===== config.mk =====
export PLATFORM = sky130hd
export DESIGN_NAME = de_stage
export DESIGN_NICKNAME = d
export VERILOG_FILES = /design/src/rtl/de_stage.sv
export SDC_FILE = /design/constraint.sdc
export NUM_CORES = 1
export LEC_CHECK = 0
export BUFFER_PORTS_ARGS = -buffer_cell sky130_fd_sc_hd__buf_2
export CORE_ASPECT_RATIO = 1.75
export CORE_UTILIZATION = 58
export CTS_CLUSTER_DIAMETER = 150
export DETAILED_ROUTE_END_ITERATION = 6
export PLACE_DENSITY = 0.93
export SYNTH_ARGS = -nofsm -noshare
export SYNTH_HDL_FRONTEND = slang
export SYNTH_SLANG_ARGS = --single-unit
export TNS_END_PERCENT = 5

===== constraint.sdc =====
create_clock -name clk -period 7.25 [get_ports clk]
set_input_delay 1.45 -clock clk [delete_from_list [all_inputs] [get_ports clk]]
set_output_delay 1.45 -clock clk [all_outputs]
set_load 0.005 [all_outputs]

===== src/rtl/de_stage.sv =====
// Decode stage: field extraction, register scoreboard for RAW/WAW hazards,
// fetch hold control and a saturating stall-cycle counter.
module de_stage (
  input  logic        clk,
  input  logic        rst,
  input  logic [31:0] fe_pc,
  input  logic [31:0] fe_isn,
  input  logic        ex_stall,
  input  logic        ex_flush,
  input  logic        wb_en,
  input  logic [4:0]  wb_rd,
  output logic [1:0]  fe_ctr,
  output logic        de_valid,
  output logic [31:0] de_pc,
  output logic [5:0]  de_opcode,
  output logic [4:0]  de_rs,
  output logic [4:0]  de_rt,
  output logic [4:0]  de_dst,
  output logic        de_wr,
  output logic [15:0] de_imm,
  output logic [15:0] stall_cnt
);

  logic [5:0]  w_opcode;
  logic [4:0]  w_rs;
  logic [4:0]  w_rt;
  logic [4:0]  w_rd;
  logic [15:0] w_imm;
  logic [4:0]  w_dst;
  logic        w_wr;
  logic        w_rs_used;
  logic        w_rt_used;
  logic [31:0] w_wb_mask;
  logic [31:0] w_busy_eff;
  logic        w_hazard;
  logic        w_issue;
  logic [31:0] w_busy_nxt;

  logic [31:0] r_busy;
  logic        r_valid;
  logic [31:0] r_pc;
  logic [5:0]  r_opcode;
  logic [4:0]  r_rs;
  logic [4:0]  r_rt;
  logic [4:0]  r_dst;
  logic        r_wr;
  logic [15:0] r_imm;
  logic [15:0] r_stall_cnt;

  assign w_opcode = fe_isn[31:26];
  assign w_rs     = fe_isn[25:21];
  assign w_rt     = fe_isn[20:16];
  assign w_rd     = fe_isn[15:11];
  assign w_imm    = fe_isn[15:0];

  // Destination selection and source-usage classification by opcode
  always_comb begin
    w_dst     = '0;
    w_wr      = 1'b0;
    w_rs_used = 1'b1;
    w_rt_used = 1'b0;
    if (w_opcode == 6'h00) begin
      w_dst = w_rd;
      w_wr  = 1'b1;
    end else if ((w_opcode >= 6'h08 && w_opcode <= 6'h0F) ||
                 (w_opcode >= 6'h20 && w_opcode <= 6'h25)) begin
      w_dst = w_rt;
      w_wr  = 1'b1;
    end
    if (w_opcode == 6'h02 || w_opcode == 6'h03)
      w_rs_used = 1'b0;
    if (w_opcode == 6'h00 || w_opcode == 6'h04 || w_opcode == 6'h05 ||
        (w_opcode >= 6'h28 && w_opcode <= 6'h2B))
      w_rt_used = 1'b1;
  end

  // A register finishing writeback this cycle no longer counts as busy
  assign w_wb_mask  = wb_en ? (32'd1 << wb_rd) : '0;
  assign w_busy_eff = r_busy & ~w_wb_mask;

  assign w_hazard = (w_rs_used & w_busy_eff[w_rs]) |
                    (w_rt_used & w_busy_eff[w_rt]) |
                    (w_wr      & w_busy_eff[w_dst]);

  assign w_issue = ~w_hazard & ~ex_stall & ~ex_flush;

  // Fetch hold request; forced to advance while in reset
  always_comb begin
    fe_ctr = 2'b00;
    if (rst && !w_issue && !ex_flush)
      fe_ctr = 2'b10;
  end

  // Scoreboard update: writeback/flush clear first, issue set wins, r0 never busy
  always_comb begin
    w_busy_nxt = r_busy & ~w_wb_mask;
    if (ex_flush && r_valid && r_wr)
      w_busy_nxt[r_dst] = 1'b0;
    if (w_issue && w_wr)
      w_busy_nxt[w_dst] = 1'b1;
    w_busy_nxt[0] = 1'b0;
  end

  // Scoreboard register
  always_ff @(posedge clk or negedge rst) begin
    if (!rst) r_busy <= '0;
    else      r_busy <= w_busy_nxt;
  end

  // Decode output register: flush > stall (hold) > hazard (bubble) > issue
  always_ff @(posedge clk or negedge rst) begin
    if (!rst) begin
      r_valid  <= 1'b0;
      r_pc     <= '0;
      r_opcode <= '0;
      r_rs     <= '0;
      r_rt     <= '0;
      r_dst    <= '0;
      r_wr     <= 1'b0;
      r_imm    <= '0;
    end else if (ex_flush) begin
      r_valid <= 1'b0;
    end else if (ex_stall) begin
      r_valid <= r_valid;
    end else if (w_hazard) begin
      r_valid <= 1'b0;
    end else begin
      r_valid  <= 1'b1;
      r_pc     <= fe_pc;
      r_opcode <= w_opcode;
      r_rs     <= w_rs;
      r_rt     <= w_rt;
      r_dst    <= w_dst;
      r_wr     <= w_wr;
      r_imm    <= w_imm;
    end
  end

  // Saturating count of fetch-hold cycles
  always_ff @(posedge clk or negedge rst) begin
    if (!rst)
      r_stall_cnt <= '0;
    else if (fe_ctr == 2'b10 && r_stall_cnt != 16'hFFFF)
      r_stall_cnt <= r_stall_cnt + 16'd1;
  end

  assign de_valid  = r_valid;
  assign de_pc     = r_pc;
  assign de_opcode = r_opcode;
  assign de_rs     = r_rs;
  assign de_rt     = r_rt;
  assign de_dst    = r_dst;
  assign de_wr     = r_wr;
  assign de_imm    = r_imm;
  assign stall_cnt = r_stall_cnt;

endmodule


==> results.py <==
metrics = {
    "floorplanning": {
        "core_area_mm2": 0.01076,
        "fp-row-count": 50,
        "die_area_mm2": 0.01157,
        "ioPinCount": 163,
        "start_util_pct": 59.95,
        "die_h_um": 141.5,
        "die_width_um": 81.73,
    },
    "grt": {
        "grt_pass1_vias": 6164,
        "grt_use_total_pct": 41.57,
        "grt_overflow": 0,
        "grt_max_degree": 69,
        "grt_antenna_before_repair": 0,
        "grt_pass1_wl_mm": 34.49,
    },
    "place": {
        "dpl_cell_area_mm2": 0.007258,
        "place.gp.congestion": 1.070,
        "dp_slack_ns": 1.275,
        "hpwl_mm": 15.85,
        "port_buffers": 161,
    },
    "routing": {
        "route.detailed.drc": 0,
        "wl_mm": 22.54,
        "ant_nets": 0,
        "viasPerCell": 6.690,
        "dr.pass1.iters": 7,
        "post_drt_wl_per_cell_um": 25.33,
        "drt_iter0_drc": 846,
        "via_count": 5954,
    },
    "critical_path": {
        "crit_fanout": 54,
        "critPathMostFrequentCell": "buf_2",
        "cp.arrival_ns": 4.72,
        "reg2reg_depth": 7,
        "crit_required_ns": 5.80,
        "crit_chain": "buf_2, nand2b_1, o21ai_1, mux4_2, a2111o_1, a311oi_1, a211o_4, and2_1, buf_2",
        "endpoint_kind": "primary output",
        "cp_slowest_cell": "mux4_2",
        "crit_type": "in -> out",
        "cp_slowest_stage_delay_ns": 0.59,
        "cp-start-kind": "input pin",
    },
    "clock_network": {
        "clkTransAtPathRegs_ns": 0.06,
        "cts_root_buf": "clkbuf_16",
        "cts_setup_buffers": 0,
        "clkSinkCount": 118,
        "cts_tree": "built",
        "hold_buffers": 0,
        "clk_latency_ns": 0.42,
        "cts_resized": 0,
        "clockBufferDepth": 2,
        "htreeDepth": 4,
        "cts_buffers": 17,
    },
    "status": {
        "status": "completed",
    },
    "sta": {
        "worst_slew_pin_slew_ns": 0.9378,
        "tns_ns": 0,
        "max_freq_ghz": 0.1621,
        "setup_ws_ns": 1.082,
        "clock_skew_ns": 0.01212,
        "final_max_slew_viol_count": 0,
        "setup_viol": 0,
        "rsz0062_at_grt": "false",
        "final-hold-violation-count": 0,
        "period_share_pct": 85.08,
        "max-slew-margin-rel_pct": 37.10,
        "min_period_ns": 6.168,
    },
    "synthesis": {
        "synth.yosys.warnings": 0,
        "syn_area_per_cell_um2": 10.77,
        "synthesis.nets": 674,
        "synth_edf_count": 0,
        "synth_top_area_share_pct": 45.77,
        "synth-seq-cells": 118,
        "ys_seq_area_share_pct": 45.77,
        "syn_area_mm2": 0.006451,
        "synth_area_leaders": "dfrtp_1 (46%), mux2_4 (8.4%), o22ai_1 (3.6%), mux2_2 (3.3%), o21ai_0 (2.9%)",
        "netlist_instances": 599,
        "yosysTopAreaCell": "dfrtp_1",
        "synth_cell_types": 78,
        "synth-main-ff-cell": "dfrtp_1",
        "synthArstFlopShare_pct": 100.0,
    },
    "power_and_ir_drop": {
        "power.leakage_nw": 3.591,
        "vdd_drop_max_uv": 241.8,
        "p_per_area_mw_per_mm2": 277.2,
    },
    "worst_hold_path": {
        "min_delay_path_depth": 2,
        "min_path_type": "reg -> reg",
    },
    "flow_run": {
        "cap_violations": 0,
    },
    "final_layout": {
        "diodes": 0,
        "final_area_mm2": 0.007850,
        "postLayoutCoreUtil_pct": 72.95,
        "drive_above_1_share_pct": 36.18,
        "fin_nets": 822,
        "area_delta_synth_final_pct": 21.68,
    },
}
[report_power, final]
part,leakage (nW),switching [mW],internal (mW)
logic,1.81,0.229,0.231
clock network,0.287,0.340,0.514
registers,1.50,0.0869,0.776
total,3.59,0.655,1.52
[critical path: cells and delay by family]
| family | cells | cell delay, ns |
|---|---|---|
| multiplexers | 1 | 0.59 |
| AO/OA/AOI/OAI | 4 | 1.77 |
| buffers and inverters | 2 | 0.24 |
| AND/OR/NAND/NOR | 2 | 0.65 |
[through the flow]
| stage | hold WS [ns] | total power, mW | instances |
|---|---|---|---|
| detailed placement | 0.4651 | 1.318 | 858 |
| CTS | 0.4776 | 2.175 | 890 |
| floorplan | 0.4733 | 1.098 | 599 |
| finish | 0.4719 | 2.176 | 890 |
| global route | 0.4986 | 2.257 | 890 |
| global placement | 0.4571 | 1.293 | 858 |
[sequential cells by signal, indices dropped and copies added, names as in the netlist]
signal / count
de_pc: 32
de_opcode: 6
de_dst: 5
de_wr: 1
de_rt: 5
de_rs: 5
de_imm: 16
stall_cnt: 16
r_busy: 31
de_valid: 1
[routing by layer]
metal / up-vias / GRT usage, % / share of wire [%] / wire length [um]
met1: 2910 / 45.90 / 34 / 7569
met4: 0 / 29.73 / 7.0 / 1572
met2: 381 / 66.03 / 52 / 11670
li1: 2556 / - / - / -
met3: 107 / 12.80 / 7.7 / 1728
met5: - / 0 / 0 / 0
[worst paths after layout]
check                      startpoint          to  slack, ns
setup / recovery             wb_rd[2]   fe_ctr[1]       1.08
setup reg to reg           r_busy[26]   de_pc[13]       3.46
max in group asynchronous         rst  de_imm[12]       4.84
min in group asynchronous         rst   de_pc[13]       1.06
hold / removal               de_rt[2]    de_rt[2]       0.47
hold reg to reg              de_rt[2]    de_rt[2]       0.47
[synth_stat cells (7+ instances only)]
cell type  count
mux2_2        19
inv_1          9
xnor2_1       13
a21oi_1        8
mux2_4        36
nor2_1        45
o21ai_1        9
nand4_1       18
and3_1         9
nor2b_1        7
nor4_1         7
o21ai_0       38
o22ai_1       37
dfrtp_1      118
nand2b_1      12
nand3_1       20
nand2_1       37
mux2i_1        9
clkbuf_1      14
buf_2         11
[final cells by class]
class | count | area, um^2
inverters | 12 | 45.04
fillers | 763 | 2910
clock inverters | 15 | 166.4
flip-flops and latches | 118 | 2953
well taps | 130 | 162.7
multi-input cells | 433 | 3259
clock buffers | 17 | 425.4
repair buffers | 165 | 838.3
[placed cells by master, fill, tap and decap left out, types with 4 or more instances in the layout]
master and instances:
a21oi_1 8, nand2b_1 12, a211oi_1 4, and2_1 4, mux4_2 5, o21ai_0 38
inv_6 6, nor3_1 5, inv_1 9, nor4_1 7, a222oi_1 4, a22oi_1 5
nand2_1 37, buf_2 160, dfrtp_1 118, mux2i_1 9, nor2b_1 7, nand3_1 20
a31oi_1 4, or3_1 4, mux2_2 19, nor2_1 45, nand4_1 18, and3_1 9
buf_4 5, o21ai_1 9, o22ai_1 37, o211ai_1 5, o31ai_1 5, xnor2_1 13
clkbuf_16 17, mux2_4 36, nand3b_1 4
[cells by family (layout without fill, tap and decap cells)]
kind of cell	after synthesis	in the layout	synth area share, %
AO/OA/AOI/OAI	154	154	16.99
XOR/XNOR	15	15	2.037
adder cells (fa/ha/maj)	1	1	0.1939
buffers and inverters	48	209	3.821
flip-flops	118	118	45.77
multiplexers	72	72	15.36
other	1	1	0.05813
AND/OR/NAND/NOR	190	190	15.77
No activity file was read; power rests on OpenSTA's default activity.
